--- src/rtl/vram_arbiter_if.sv ---
// rtl/vram_arbiter_if.sv - requester, CPU and memory bus bundle for the VRAM arbiter
interface vram_arbiter_if #(
  parameter int STALL_W = 9
);
  logic               lcd_en;
  logic [1:0]         ppu_mode;
  logic               bg_req;
  logic [15:0]        bg_addr;
  logic               bg_gnt;
  logic               bg_rvalid;
  logic [7:0]         bg_rdata;
  logic               spr_req;
  logic [15:0]        spr_addr;
  logic               spr_lock;
  logic               spr_gnt;
  logic               spr_rvalid;
  logic [7:0]         spr_rdata;
  logic               cpu_req;
  logic               cpu_we;
  logic [15:0]        cpu_addr;
  logic [7:0]         cpu_wdata;
  logic               cpu_ack;
  logic [7:0]         cpu_rdata;
  logic               vram_en;
  logic               vram_we;
  logic [12:0]        vram_addr;
  logic [7:0]         vram_wdata;
  logic [7:0]         vram_rdata;
  logic [STALL_W-1:0] bg_stall_cnt;
  logic               err;

  modport slave (
    input  lcd_en, ppu_mode,
    input  bg_req, bg_addr, spr_req, spr_addr, spr_lock,
    input  cpu_req, cpu_we, cpu_addr, cpu_wdata, vram_rdata,
    output bg_gnt, bg_rvalid, bg_rdata, spr_gnt, spr_rvalid, spr_rdata,
    output cpu_ack, cpu_rdata, vram_en, vram_we, vram_addr, vram_wdata,
    output bg_stall_cnt, err
  );

  modport master (
    output lcd_en, ppu_mode,
    output bg_req, bg_addr, spr_req, spr_addr, spr_lock,
    output cpu_req, cpu_we, cpu_addr, cpu_wdata, vram_rdata,
    input  bg_gnt, bg_rvalid, bg_rdata, spr_gnt, spr_rvalid, spr_rdata,
    input  cpu_ack, cpu_rdata, vram_en, vram_we, vram_addr, vram_wdata,
    input  bg_stall_cnt, err
  );
endinterface

--- src/rtl/vram_arbiter.sv ---
// rtl/vram_arbiter.sv - single-port VRAM owner shared by BG fetcher, sprite fetcher and CPU
module vram_arbiter #(
  parameter int STALL_W = 9
) (
  input  logic          clk,
  input  logic          reset,
  vram_arbiter_if.slave bus
);

  typedef enum logic [2:0] {
    OWN_NONE,
    OWN_BG,
    OWN_SPR,
    OWN_CPU_RD,
    OWN_CPU_WR,
    OWN_CPU_FF
  } owner_e;

  owner_e             owner_q, owner_d;
  logic               cpu_ff_q, cpu_ff_d;
  logic               cpu_ff_rd_q, cpu_ff_rd_d;
  logic [7:0]         bg_rdata_q, bg_rdata_d;
  logic [7:0]         spr_rdata_q, spr_rdata_d;
  logic [7:0]         cpu_rdata_q, cpu_rdata_d;
  logic [1:0]         prev_mode_q;
  logic [STALL_W-1:0] stall_q, stall_d, stall_vis;
  logic               err_q, err_d;

  logic               locked;
  logic               bg_win, spr_win, cpu_win, cpu_blocked, mem_en;
  logic               addr_bad, stall_clr, stall_inc;
  logic [15:0]        win_addr;

  assign locked      = bus.lcd_en && (bus.ppu_mode == 2'd3);
  assign spr_win     = locked && bus.spr_req;
  assign bg_win      = locked && bus.bg_req && !bus.spr_req && !bus.spr_lock;
  assign cpu_win     = !locked && bus.cpu_req;
  assign cpu_blocked = locked && bus.cpu_req;
  assign mem_en      = spr_win || bg_win || cpu_win;

  always_comb begin
    win_addr = bus.cpu_addr;
    if (spr_win) begin
      win_addr = bus.spr_addr;
    end else if (bg_win) begin
      win_addr = bus.bg_addr;
    end
  end

  assign bus.bg_gnt     = bg_win;
  assign bus.spr_gnt    = spr_win;
  assign bus.vram_en    = mem_en;
  assign bus.vram_we    = cpu_win && bus.cpu_we;
  assign bus.vram_addr  = win_addr[12:0];
  assign bus.vram_wdata = bus.cpu_wdata;

  // A blocked CPU access can coincide with a fetcher grant, so its ack is
  // tracked by cpu_ff_q independently of the memory owner.
  always_comb begin
    owner_d = OWN_NONE;
    if (spr_win) begin
      owner_d = OWN_SPR;
    end else if (bg_win) begin
      owner_d = OWN_BG;
    end else if (cpu_win) begin
      owner_d = bus.cpu_we ? OWN_CPU_WR : OWN_CPU_RD;
    end else if (cpu_blocked) begin
      owner_d = OWN_CPU_FF;
    end
  end

  assign cpu_ff_d    = cpu_blocked;
  assign cpu_ff_rd_d = cpu_blocked && !bus.cpu_we;

  always_comb begin
    bg_rdata_d  = bg_rdata_q;
    spr_rdata_d = spr_rdata_q;
    cpu_rdata_d = cpu_rdata_q;
    if (owner_q == OWN_BG) begin
      bg_rdata_d = bus.vram_rdata;
    end
    if (owner_q == OWN_SPR) begin
      spr_rdata_d = bus.vram_rdata;
    end
    if (owner_q == OWN_CPU_RD) begin
      cpu_rdata_d = bus.vram_rdata;
    end else if (cpu_ff_rd_q) begin
      cpu_rdata_d = 8'hFF;
    end
  end

  assign bus.bg_rvalid  = (owner_q == OWN_BG);
  assign bus.bg_rdata   = bg_rdata_d;
  assign bus.spr_rvalid = (owner_q == OWN_SPR);
  assign bus.spr_rdata  = spr_rdata_d;
  assign bus.cpu_ack    = (owner_q == OWN_CPU_RD) || (owner_q == OWN_CPU_WR) ||
                          (owner_q == OWN_CPU_FF) || cpu_ff_q;
  assign bus.cpu_rdata  = cpu_rdata_d;

  // The counter reads zero already on the first mode-3 cycle, hence the bypass.
  assign stall_clr = (bus.ppu_mode == 2'd3) && (prev_mode_q != 2'd3);
  assign stall_vis = stall_clr ? '0 : stall_q;
  assign stall_inc = locked && bus.bg_req && !bg_win;

  always_comb begin
    stall_d = stall_vis;
    if (stall_inc && (stall_vis != '1)) begin
      stall_d = stall_vis + STALL_W'(1);
    end
  end

  assign bus.bg_stall_cnt = stall_vis;

  assign addr_bad = mem_en && (win_addr[15:13] != 3'b100);

  always_comb begin
    err_d = err_q;
    if (!locked && (bus.bg_req || bus.spr_req)) begin
      err_d = 1'b1;
    end
    if (addr_bad) begin
      err_d = 1'b1;
    end
    if (bus.bg_req && bus.spr_req && !bus.spr_lock) begin
      err_d = 1'b1;
    end
  end

  assign bus.err = err_q;

  always_ff @(posedge clk or posedge reset) begin
    if (reset) begin
      owner_q     <= OWN_NONE;
      cpu_ff_q    <= 1'b0;
      cpu_ff_rd_q <= 1'b0;
      bg_rdata_q  <= 8'h00;
      spr_rdata_q <= 8'h00;
      cpu_rdata_q <= 8'h00;
      prev_mode_q <= 2'd0;
      stall_q     <= '0;
      err_q       <= 1'b0;
    end else begin
      owner_q     <= owner_d;
      cpu_ff_q    <= cpu_ff_d;
      cpu_ff_rd_q <= cpu_ff_rd_d;
      bg_rdata_q  <= bg_rdata_d;
      spr_rdata_q <= spr_rdata_d;
      cpu_rdata_q <= cpu_rdata_d;
      prev_mode_q <= bus.ppu_mode;
      stall_q     <= stall_d;
      err_q       <= err_d;
    end
  end

endmodule

--- src/flat_wrapper.sv ---
// flat-port wrapper written by rule: the top's interface ports become plain ports
module vram_arbiter_flat 
#(
  parameter int STALL_W = 9
)
  (clk, reset, bus_lcd_en, bus_ppu_mode, bus_bg_req, bus_bg_addr, bus_spr_req, bus_spr_addr, bus_spr_lock, bus_cpu_req, bus_cpu_we, bus_cpu_addr, bus_cpu_wdata, bus_vram_rdata, bus_bg_gnt, bus_bg_rvalid, bus_bg_rdata, bus_spr_gnt, bus_spr_rvalid, bus_spr_rdata, bus_cpu_ack, bus_cpu_rdata, bus_vram_en, bus_vram_we, bus_vram_addr, bus_vram_wdata, bus_bg_stall_cnt, bus_err);
  vram_arbiter_if #(.STALL_W(STALL_W)) bus_i ();
  input  logic clk;
  input  logic reset;
  input wire logic [$bits(bus_i.lcd_en)-1:0] bus_lcd_en;
  input wire logic [$bits(bus_i.ppu_mode)-1:0] bus_ppu_mode;
  input wire logic [$bits(bus_i.bg_req)-1:0] bus_bg_req;
  input wire logic [$bits(bus_i.bg_addr)-1:0] bus_bg_addr;
  input wire logic [$bits(bus_i.spr_req)-1:0] bus_spr_req;
  input wire logic [$bits(bus_i.spr_addr)-1:0] bus_spr_addr;
  input wire logic [$bits(bus_i.spr_lock)-1:0] bus_spr_lock;
  input wire logic [$bits(bus_i.cpu_req)-1:0] bus_cpu_req;
  input wire logic [$bits(bus_i.cpu_we)-1:0] bus_cpu_we;
  input wire logic [$bits(bus_i.cpu_addr)-1:0] bus_cpu_addr;
  input wire logic [$bits(bus_i.cpu_wdata)-1:0] bus_cpu_wdata;
  input wire logic [$bits(bus_i.vram_rdata)-1:0] bus_vram_rdata;
  output wire logic [$bits(bus_i.bg_gnt)-1:0] bus_bg_gnt;
  output wire logic [$bits(bus_i.bg_rvalid)-1:0] bus_bg_rvalid;
  output wire logic [$bits(bus_i.bg_rdata)-1:0] bus_bg_rdata;
  output wire logic [$bits(bus_i.spr_gnt)-1:0] bus_spr_gnt;
  output wire logic [$bits(bus_i.spr_rvalid)-1:0] bus_spr_rvalid;
  output wire logic [$bits(bus_i.spr_rdata)-1:0] bus_spr_rdata;
  output wire logic [$bits(bus_i.cpu_ack)-1:0] bus_cpu_ack;
  output wire logic [$bits(bus_i.cpu_rdata)-1:0] bus_cpu_rdata;
  output wire logic [$bits(bus_i.vram_en)-1:0] bus_vram_en;
  output wire logic [$bits(bus_i.vram_we)-1:0] bus_vram_we;
  output wire logic [$bits(bus_i.vram_addr)-1:0] bus_vram_addr;
  output wire logic [$bits(bus_i.vram_wdata)-1:0] bus_vram_wdata;
  output wire logic [$bits(bus_i.bg_stall_cnt)-1:0] bus_bg_stall_cnt;
  output wire logic [$bits(bus_i.err)-1:0] bus_err;
  assign bus_i.lcd_en = bus_lcd_en;
  assign bus_i.ppu_mode = bus_ppu_mode;
  assign bus_i.bg_req = bus_bg_req;
  assign bus_i.bg_addr = bus_bg_addr;
  assign bus_i.spr_req = bus_spr_req;
  assign bus_i.spr_addr = bus_spr_addr;
  assign bus_i.spr_lock = bus_spr_lock;
  assign bus_i.cpu_req = bus_cpu_req;
  assign bus_i.cpu_we = bus_cpu_we;
  assign bus_i.cpu_addr = bus_cpu_addr;
  assign bus_i.cpu_wdata = bus_cpu_wdata;
  assign bus_i.vram_rdata = bus_vram_rdata;
  assign bus_bg_gnt = bus_i.bg_gnt;
  assign bus_bg_rvalid = bus_i.bg_rvalid;
  assign bus_bg_rdata = bus_i.bg_rdata;
  assign bus_spr_gnt = bus_i.spr_gnt;
  assign bus_spr_rvalid = bus_i.spr_rvalid;
  assign bus_spr_rdata = bus_i.spr_rdata;
  assign bus_cpu_ack = bus_i.cpu_ack;
  assign bus_cpu_rdata = bus_i.cpu_rdata;
  assign bus_vram_en = bus_i.vram_en;
  assign bus_vram_we = bus_i.vram_we;
  assign bus_vram_addr = bus_i.vram_addr;
  assign bus_vram_wdata = bus_i.vram_wdata;
  assign bus_bg_stall_cnt = bus_i.bg_stall_cnt;
  assign bus_err = bus_i.err;
  vram_arbiter #(.STALL_W(STALL_W)) u_core (.clk(clk), .reset(reset), .bus(bus_i));
endmodule
--- config.mk ---
export PLATFORM = sky130hd
export DESIGN_NAME = vram_arbiter_flat
export DESIGN_NICKNAME = d
export VERILOG_FILES = /design/src/rtl/vram_arbiter_if.sv /design/src/rtl/vram_arbiter.sv /design/src/flat_wrapper.sv
export SDC_FILE = /design/constraint.sdc
export NUM_CORES = 1
export LEC_CHECK = 0
export CAP_MARGIN = 5
export CORE_MARGIN = 2
export CORE_UTILIZATION = 39
export DETAILED_ROUTE_END_ITERATION = 10
export PLACE_DENSITY = 0.86
export SLEW_MARGIN = 20
export SYNTH_ARGS = -nofsm -noshare
export SYNTH_HDL_FRONTEND = slang
export SYNTH_SLANG_ARGS = --single-unit
export TNS_END_PERCENT = 50
--- constraint.sdc ---
create_clock -name clk -period 7.2 [get_ports clk]
set_input_delay 0.72 -clock clk [delete_from_list [all_inputs] [get_ports clk]]
set_output_delay 0.72 -clock clk [all_outputs]
set_load 0.01 [all_outputs]
==> flow_summary_export.csv <==
group,metric,value,unit
floorplanning,start_util,40.5,%
place,portBuffers,119,
route,first_iter_violations,42,
power_and_ir_drop,sequentialPowerShare,42.3,%
timing,hold_viol,0,
route,drc_errors,0,
timing,fin_crit,3780,ps
yosys,syn_area,2070,µm²
yosys,yosysWarningCount,0,
layout,nNetsFinal,399,
critical_path,r2r_start,"u_core.prev_mode_q[1]$_DFF_PP0_",
yosys,synth-edff-count,0,
timing,min_period_over_period,52.5,%
route,vias,1925,
cts,root_buffer,"clkbuf_8",
power_and_ir_drop,switching_power,176,µW
timing,fin_skew,6.54,ps
route,drt-total-wl,5560,µm
cts,clock_latency,300,ps
yosys,yosys.area.top_type,"dfrtp_1",
cts,cts_tree,"yes",
route,dr.pass1.iters,4,
place,dp_worst_setup_slack,3410,ps
timing,maxSlewHeadroom,35.7,%
power_and_ir_drop,power_leakage,0.00146,µW
layout,syn2layout_area_growth,63.0,%
yosys,synth_flop_cell,"dfrtp_1",
yosys,synth_common_cells,"dfrtp_1, nand2_1, nor2_1",
place,finalWeightedCongestion,0.762,
critical_path,crit_path_start,"bus_ppu_mode[1]",
critical_path,arrival,3060,ps
yosys,synth_top_family_by_area,"simple AND/OR/NAND/NOR gates",
cts,cts_buffer_depth,2,
timing,fin_ws,3420,ps
power_and_ir_drop,p_int,477,µW
route,wire_per_inst,14.1,µm
floorplanning,row_count,26,
cts,clk_pin_slew,70,ps
power_and_ir_drop,peakVddDrop,178,µV
yosys,synth_top_area_share,49.5,%
layout,design_area,3380,µm²
yosys,synth_compound_area_share,9.67,%
cts,post_cts_buffers,0,
power_and_ir_drop,power_frac_comb,33.6,%
grt,grt_max_degree,42,
yosys,yosys.area_share.simple,21.6,%
grt,grt_usage,19.1,%
layout,fillers,437,
yosys,yosys.cell_types.count,34,
cts,clkSinkCount,41,
yosys,synth_mux_area_share,10.3,%
layout,multi_input_area,937,µm²
min_path,hold_start,"u_core.bg_rdata_q[4]$_DFF_PP0_",
cts,numCtsBuffers,5,
critical_path,cp.required,6480,ps
layout,antenna_cells,0,
cts,ctsResizeCount,0,
grt,gr-total-overflow,0,
cts,cts_max_level,2,
grt,grt_pass1_vias,1949,
yosys,synth-adder-area-share,1.21,%
critical_path,cp-start-kind,"input port",
grt,grt_pass1_wl,9180,µm
power_and_ir_drop,sw_frac_of_total,27.0,%
yosys,synth_area_leaders,"dfrtp_1, mux2_2, nand2_1, a22oi_1, nor2_1",
critical_path,critPathKind,"in2out",
floorplanning,ios,136,
place,place_hpwl,4300,µm
timing,rsz0062_at_grt,"no",
yosys,syn_nets,285,
critical_path,worstSetupEndpointType,"primary output",
yosys,yosysSeqAreaShare,49.5,%
yosys,avgSynthCellArea,9.91,µm²
critical_path,crit_path_max_fanout,16,
floorplanning,dieWidth,76.9,µm
power_and_ir_drop,p_per_area,193,nW/µm²
yosys,async_flop_share,100,%
run_status,status,"finished clean",
cts,holdBufCountCts,0,
timing,maxSlewViolCount,0,
floorplanning,core_area,5110,µm²
timing,worstMarginPinSlew,960,ps
grt,antenna_found_initial,0,
flow_run,maxCapViolations,0,
yosys,synthCells,209,
yosys,ys_seq_elements,41,
layout,regArea,1030,µm²
timing,fin_tns_setup,0,ps
place,dpl_cell_area,3280,µm²
min_path,hold_class,"reg2reg",
yosys,synth_xor_area_share,2.54,%
power_and_ir_drop,p_clk_share,24.1,%
route,ant_nets,0,
floorplanning,die_y,76.9,µm
timing,fmax,265,MHz
route,viasPerCell,4.89,
timing,finalSetupViolCount,0,
floorplanning,fp.dieArea,5910,µm²
layout,drive_above_1_share,10.2,%
yosys,synth.most_common_cell,"dfrtp_1",
## critical path, cell delays in order
cell             delay (ps)
clkdlybuf4s50_1         510
nand3_2                 190
nor3_2                  810
a22oi_1                 130
nand2_1                 130
clkdlybuf4s50_1         550
## flip-flops by register name (all words and copies together), names as in the netlist
register / count
u_core.stall_q: 9
u_core.bg_rdata_q: 8
u_core.cpu_rdata_q: 8
u_core.spr_rdata_q: 8
u_core.owner_q: 3
u_core.prev_mode_q: 2
u_core.bus.err: 1
u_core.cpu_ff_q: 1
u_core.cpu_ff_rd_q: 1
## path summary, 6_finish.rpt
path / depth (start not counted) / slack [ps] / endpoint
max in group asynchronous: 3 / 5990 / u_core.spr_rdata_q[6]$_DFF_PP0_
min in group asynchronous: 3 / 850 / u_core.bg_rdata_q[1]$_DFF_PP0_
max: 6 / 3420 / bus_vram_addr[8]
min reg2reg: 1 / 500 / u_core.bg_rdata_q[4]$_DFF_PP0_
max reg2reg: 10 / 4440 / u_core.stall_q[8]$_DFF_PP0_
min: 1 / 500 / u_core.bg_rdata_q[4]$_DFF_PP0_
## layer usage
metal | track usage (%) | vias up | share of wire [%]
met2 | 33.6 | 68 | 52
met4 | 3.27 | 0 | 0.86
met3 | 6.24 | 5 | 6.2
li1 | - | 937 | -
met5 | 0 | - | 0
met1 | 23.1 | 915 | 41
## cells by family (layout without fill, tap and decap cells)
| family | Yosys count | after routing |
|---|---|---|
| compound gates | 32 | 32 |
| buf+inv | 19 | 134 |
| simple gates | 90 | 90 |
| flops | 41 | 41 |
| fa+ha+maj | 2 | 2 |
| xor+xnor | 6 | 6 |
| mux | 19 | 19 |
## cell usage in the layout (no fill, tap or decap), drive strengths merged, types with 4 or more instances in the layout
cell,Yosys,routed
clkdlybuf4s50,0,119
dfrtp,41,41
nand2,39,39
nor2,21,21
mux2,18,18
a22oi,13,13
a21oi,13,13
and2,9,9
clkbuf,2,6
nand4,5,5
inv,4,4
xnor2,4,4
## layout make-up
class                           count  share of cell area [%]
Timing Repair Buffer              122                    36.0
Multi-Input combinational cell    149                    27.8
Sequential cell                    41                    30.4
Clock inverter                      2                   0.408
Tap cell                           70                    2.59
Clock buffer                        6                    2.45
Inverter                            4                   0.445
## metrics by stage
stage | total power (µW) | util (%) | std cells | hold WS [ps]
CTS | 659 | 66.1 | 394 | 505
floorplan | 369 | - | 209 | 459
global route | 685 | 66.1 | 394 | 523
finish | 652 | 66.1 | 394 | 501
detailed placement | 502 | 64.2 | 386 | 487
global placement | 494 | 64.2 | 386 | 480
## power groups by stage
stage	clock (µW)	sequential [µW]	combinational, µW
6_report	157	276	219
5_1_grt	170	279	236
4_1_cts	161	276	222
3_5_place_dp	0	281	221
3_3_place_gp	0	278	215
2_1_floorplan	0	277	91.6
(Power assumes the default switching activity.)
==> patch 1 (same flow settings) <==
`STALL_W` is set to 9 in 3 places; all go to 7.
--- a/src/rtl/vram_arbiter_if.sv
+++ b/src/rtl/vram_arbiter_if.sv
@@ -1,6 +1,6 @@
 // rtl/vram_arbiter_if.sv - requester, CPU and memory bus bundle for the VRAM arbiter
 interface vram_arbiter_if #(
-  parameter int STALL_W = 9
+  parameter int STALL_W = 7
 );
   logic               lcd_en;
   logic [1:0]         ppu_mode;
--- a/src/rtl/vram_arbiter.sv
+++ b/src/rtl/vram_arbiter.sv
@@ -1,6 +1,6 @@
 // rtl/vram_arbiter.sv - single-port VRAM owner shared by BG fetcher, sprite fetcher and CPU
 module vram_arbiter #(
-  parameter int STALL_W = 9
+  parameter int STALL_W = 7
 ) (
   input  logic          clk,
   input  logic          reset,
--- a/src/flat_wrapper.sv
+++ b/src/flat_wrapper.sv
@@ -1,7 +1,7 @@
 // flat-port wrapper written by rule: the top's interface ports become plain ports
 module vram_arbiter_flat 
 #(
-  parameter int STALL_W = 9
+  parameter int STALL_W = 7
 )
   (clk, reset, bus_lcd_en, bus_ppu_mode, bus_bg_req, bus_bg_addr, bus_spr_req, bus_spr_addr, bus_spr_lock, bus_cpu_req, bus_cpu_we, bus_cpu_addr, bus_cpu_wdata, bus_vram_rdata, bus_bg_gnt, bus_bg_rvalid, bus_bg_rdata, bus_spr_gnt, bus_spr_rvalid, bus_spr_rdata, bus_cpu_ack, bus_cpu_rdata, bus_vram_en, bus_vram_we, bus_vram_addr, bus_vram_wdata, bus_bg_stall_cnt, bus_err);
   vram_arbiter_if #(.STALL_W(STALL_W)) bus_i ();
Interface: changed (resized bus_bg_stall_cnt); port bits go from 136 to 134. No check against the original RTL was run, so the function may have changed too.
==> patch 1 against the original RTL <==
- design area fell by 1.7%
- power fell by 3.6%
- synthesized area fell by 0.54%
- wire length barely moved
- core utilization fell by 1.1 points
- sequential cell count fell by 2
- worst setup slack improved by 0.050 ns
- critical endpoint is now bus_vram_addr[2]
- largest cell class unchanged
- largest power group unchanged
- highest routed layer unchanged
==> patch 1: results (changes against the original RTL) <==
\begin{tabular}{lr}
\hline
Metric & Value \\
\hline
\multicolumn{2}{l}{\textbf{Run status}} \\
\quad Result of the run & finished clean (unchanged) \\
\multicolumn{2}{l}{\textbf{Detailed routing}} \\
\quad Routed length on met1 & 2.093 mm (was 2.293 mm) \\
\quad Total Routed Length & 5.558 mm (was 5.556 mm) \\
\multicolumn{2}{l}{\textbf{GRT}} \\
\quad All-layer global routing usage & 19.21\% (was 19.13\%) \\
\quad Maximum number of pins on one net before global-route repair & 40 (was 42) \\
\quad Vias in the first global route & 1972 (was 1949) \\
\multicolumn{2}{l}{\textbf{Logic synthesis}} \\
\quad Net Count, Synth & 274 (was 285) \\
\quad Synthesized-area fraction occupied by adder cells & 0.6075\% (was 1.208\%) \\
\quad Sequential element share of the synthesized area & 47.39\% (was 49.55\%) \\
\quad Area contributors post-synth & sky130\_fd\_sc\_hd\_\_dfrtp\_1, sky130\_fd\_sc\_hd\_\_mux2\_2, sky130\_fd\_sc\_hd\_\_nand2\_1 (unchanged) \\
\multicolumn{2}{l}{\textbf{STA}} \\
\quad Fin Hold WS & 0.4896 ns (was 0.5014 ns) \\
\quad Headroom to the max-slew limit & 37.38\% (was 35.66\%) \\
\multicolumn{2}{l}{\textbf{Power}} \\
\quad Peak supply drop & 0.1033 mV (was 0.1778 mV) \\
\quad Internal power component & 0.4560 mW (was 0.4766 mW) \\
\multicolumn{2}{l}{\textbf{Place}} \\
\quad Post-placement cell area & 0.003229 sq mm (was 0.003279 sq mm) \\
\quad Setup slack at placement & 3.450 ns (was 3.406 ns) \\
\quad Routability congestion estimate & 0.8664 (was 0.7620) \\
\multicolumn{2}{l}{\textbf{Critical path}} \\
\quad Worst r2r src & u\_core.prev\_mode\_q[0]\$\_DFF\_PP0\_ (was u\_core.prev\_mode\_q[1]\$\_DFF\_PP0\_) \\
\quad Cell type group with the largest total delay on the critical path & buffers and inverters (was simple AND/OR/NAND/NOR gates) \\
\quad Worst Reg2Reg Path Length in Cells & 8 (was 10) \\
\quad Worst setup startpoint & bus\_ppu\_mode[0] (was bus\_ppu\_mode[1]) \\
\multicolumn{2}{l}{\textbf{Finish}} \\
\quad Number of fill cells in the layout & 447 (was 437) \\
\quad Final-stage net count & 385 (was 399) \\
\multicolumn{2}{l}{\textbf{Clock tree}} \\
\quad Worst-Skew Late Latency & 0.28 ns (was 0.30 ns) \\
\multicolumn{2}{l}{\textbf{Min path}} \\
\quad End point of the worst hold path & u\_core.bus.err\$\_DFFE\_PP0P\_ (was u\_core.bg\_rdata\_q[4]\$\_DFF\_PP0\_) \\
\hline
\end{tabular}
patch 1: cell types whose count changed after synthesis, sizes merged, moves of 3 or more:
| cell | change |
|---|---|
| nand4 | -5 |
| nand2 | -6 |
| xor2 | +3 |
| nand3 | +3 |
| xnor2 | -4 |
patch 1: area by class of cell:
type                    instances  area share (%)
flip-flops and latches         39           29.41
inverters                       2          0.2262
clock inverters                 3          0.6033
clock buffers                   5           2.074
repair buffers                119           35.75
well taps                      70           2.640
multi-input cells             143           29.30
patch 1: how the worst max path moves through the flow:
stage                                       end  slack [ns]  cells past startpoint
finish                         bus_vram_addr[2]        3.47                      6
global route                   bus_vram_addr[2]        3.30                      6
CTS                            bus_vram_addr[2]        3.45                      6
detailed placement             bus_vram_addr[2]        3.45                      6
global placement               bus_vram_addr[2]        3.49                      6
floorplan           u_core.stall_q[1]$_DFF_PP0_        4.86                      7
==> patch 2 (same settings) <==
Without the edit above. The 6 values of `owner_e` get a one-hot encoding in 6 bits.
--- a/src/rtl/vram_arbiter.sv
+++ b/src/rtl/vram_arbiter.sv
@@ -7,13 +7,13 @@
   vram_arbiter_if.slave bus
 );
 
-  typedef enum logic [2:0] {
-    OWN_NONE,
-    OWN_BG,
-    OWN_SPR,
-    OWN_CPU_RD,
-    OWN_CPU_WR,
-    OWN_CPU_FF
+  typedef enum logic [5:0] {
+    OWN_NONE   = 6'b000001,
+    OWN_BG     = 6'b000010,
+    OWN_SPR    = 6'b000100,
+    OWN_CPU_RD = 6'b001000,
+    OWN_CPU_WR = 6'b010000,
+    OWN_CPU_FF = 6'b100000
   } owner_e;
 
   owner_e             owner_q, owner_d;
Formal check against the unedited RTL: no difference found for any inputs over 10 cycles, from zero or initial values and one cycle with reset high; not proved beyond that.
==> patch 2 against the original RTL <==
- maximum frequency fell by 6.8%
- synthesized area increased by 5.4%
- design area increased by 2.4%
- worst setup slack worse by 0.28 ns
- sequential share of layout area grew 1.5 points
- sequential cell count up 3
- wire length is 0.70% higher
- power down 4.4%
- global-route usage down 0.73 points
==> patch 2: results (changes against the original RTL) <==
\begin{tabular}{lr}
\hline
Metric & Value \\
\hline
\multicolumn{2}{l}{\textbf{GRT}} \\
\quad Global routing usage on met2 & 33.08\% (was 33.60\%) \\
\quad Met1 usage in global routing & 21.26\% (was 23.12\%) \\
\quad Vias in the first global route & 2016 (was 1949) \\
\multicolumn{2}{l}{\textbf{Critical path}} \\
\quad Worst-case register-to-register setup slack & 4.47 ns (was 4.44 ns) \\
\quad CP max FO & 17 (was 16) \\
\quad Worst EP arrival & 3.34 ns (was 3.06 ns) \\
\quad Worst setup startpoint & bus\_ppu\_mode[0] (was bus\_ppu\_mode[1]) \\
\quad Critical path's largest stage delay & 0.86 ns (was 0.81 ns) \\
\quad Endpoint of the worst register-to-register path & u\_core.stall\_q[5]\$\_DFF\_PP0\_ (was u\_core.stall\_q[8]\$\_DFF\_PP0\_) \\
\quad Worst r2r src & u\_core.prev\_mode\_q[0]\$\_DFF\_PP0\_ (was u\_core.prev\_mode\_q[1]\$\_DFF\_PP0\_) \\
\quad Worst Reg2Reg Path Length in Cells & 9 (was 10) \\
\multicolumn{2}{l}{\textbf{Logic synthesis}} \\
\quad Post-synthesis mux area share & 9.971\% (was 10.27\%) \\
\quad Synth Instances & 202 (was 209) \\
\quad Xor-xnor portion of the synthesized cell area & 2.808\% (was 2.538\%) \\
\multicolumn{2}{l}{\textbf{Power}} \\
\quad Peak supply drop & 0.1077 mV (was 0.1778 mV) \\
\quad Leakage power figure & 1.539 nW (was 1.461 nW) \\
\multicolumn{2}{l}{\textbf{Detailed routing}} \\
\quad Total length of routed met2 wires & 2.849 mm (was 2.867 mm) \\
\quad Met3 Routed Length & 450 um (was 347 um) \\
\quad Total Routed Length & 5.595 mm (was 5.556 mm) \\
\multicolumn{2}{l}{\textbf{Place}} \\
\quad Routability congestion estimate & 0.8003 (was 0.7620) \\
\multicolumn{2}{l}{\textbf{Finish}} \\
\quad Multi-input combinational gate total & 140 (was 149) \\
\quad Final-layout clock-cell area share & 2.352\% (was 2.854\%) \\
\quad Multi-input gate share of the layout cell area & 28.29\% (was 27.76\%) \\
\quad Buffer share of cell area & 34.44\% (was 35.95\%) \\
\quad Number of fill cells in the layout & 451 (was 437) \\
\quad Final-stage net count & 390 (was 399) \\
\multicolumn{2}{l}{\textbf{STA}} \\
\quad Clock skew & 0.008573 ns (was 0.006536 ns) \\
\quad Transition at the pin with the smallest max-transition slack & 1.033 ns (was 0.9599 ns) \\
\multicolumn{2}{l}{\textbf{Run status}} \\
\quad Result of the run & finished clean (unchanged) \\
\multicolumn{2}{l}{\textbf{Min path}} \\
\quad End point of the worst hold path & u\_core.spr\_rdata\_q[3]\$\_DFF\_PP0\_ (was u\_core.bg\_rdata\_q[4]\$\_DFF\_PP0\_) \\
\hline
\end{tabular}
patch 2: per-stage QoR:
step	setup slack [ns]	hold slack, ns	total power, mW	instance area [sq um]	utilization, %
4_1_cts	3.128	0.5024	0.6322	3458	63.19
2_1_floorplan	4.322	0.5122	0.3699	2183	-
3_5_place_dp	3.133	0.4831	0.4871	3377	61.71
5_1_grt	2.990	0.5167	0.6572	3458	63.19
6_report	3.145	0.5012	0.6237	3458	63.19
3_3_place_gp	3.239	0.4722	0.4823	3377	61.71
patch 2: kinds of logic (layout without fill, tap and decap cells):
group,Yosys count,in the layout
muxes,19,19
AOI/OAI and AO/OA,44,44
xor gates and xnor gates,7,7
and+or+nand+nor,68,68
buffers and inverters,18,130
adders and majority gates,2,2
DFF,44,44
patch 2: report_power, final:
part	internal, mW	leakage (nW)	switching [mW]	total [mW]
Combinational	0.119	0.966	0.0743	0.194
Sequential	0.278	0.533	0.00858	0.287
Clock	0.0656	0.0400	0.0778	0.143
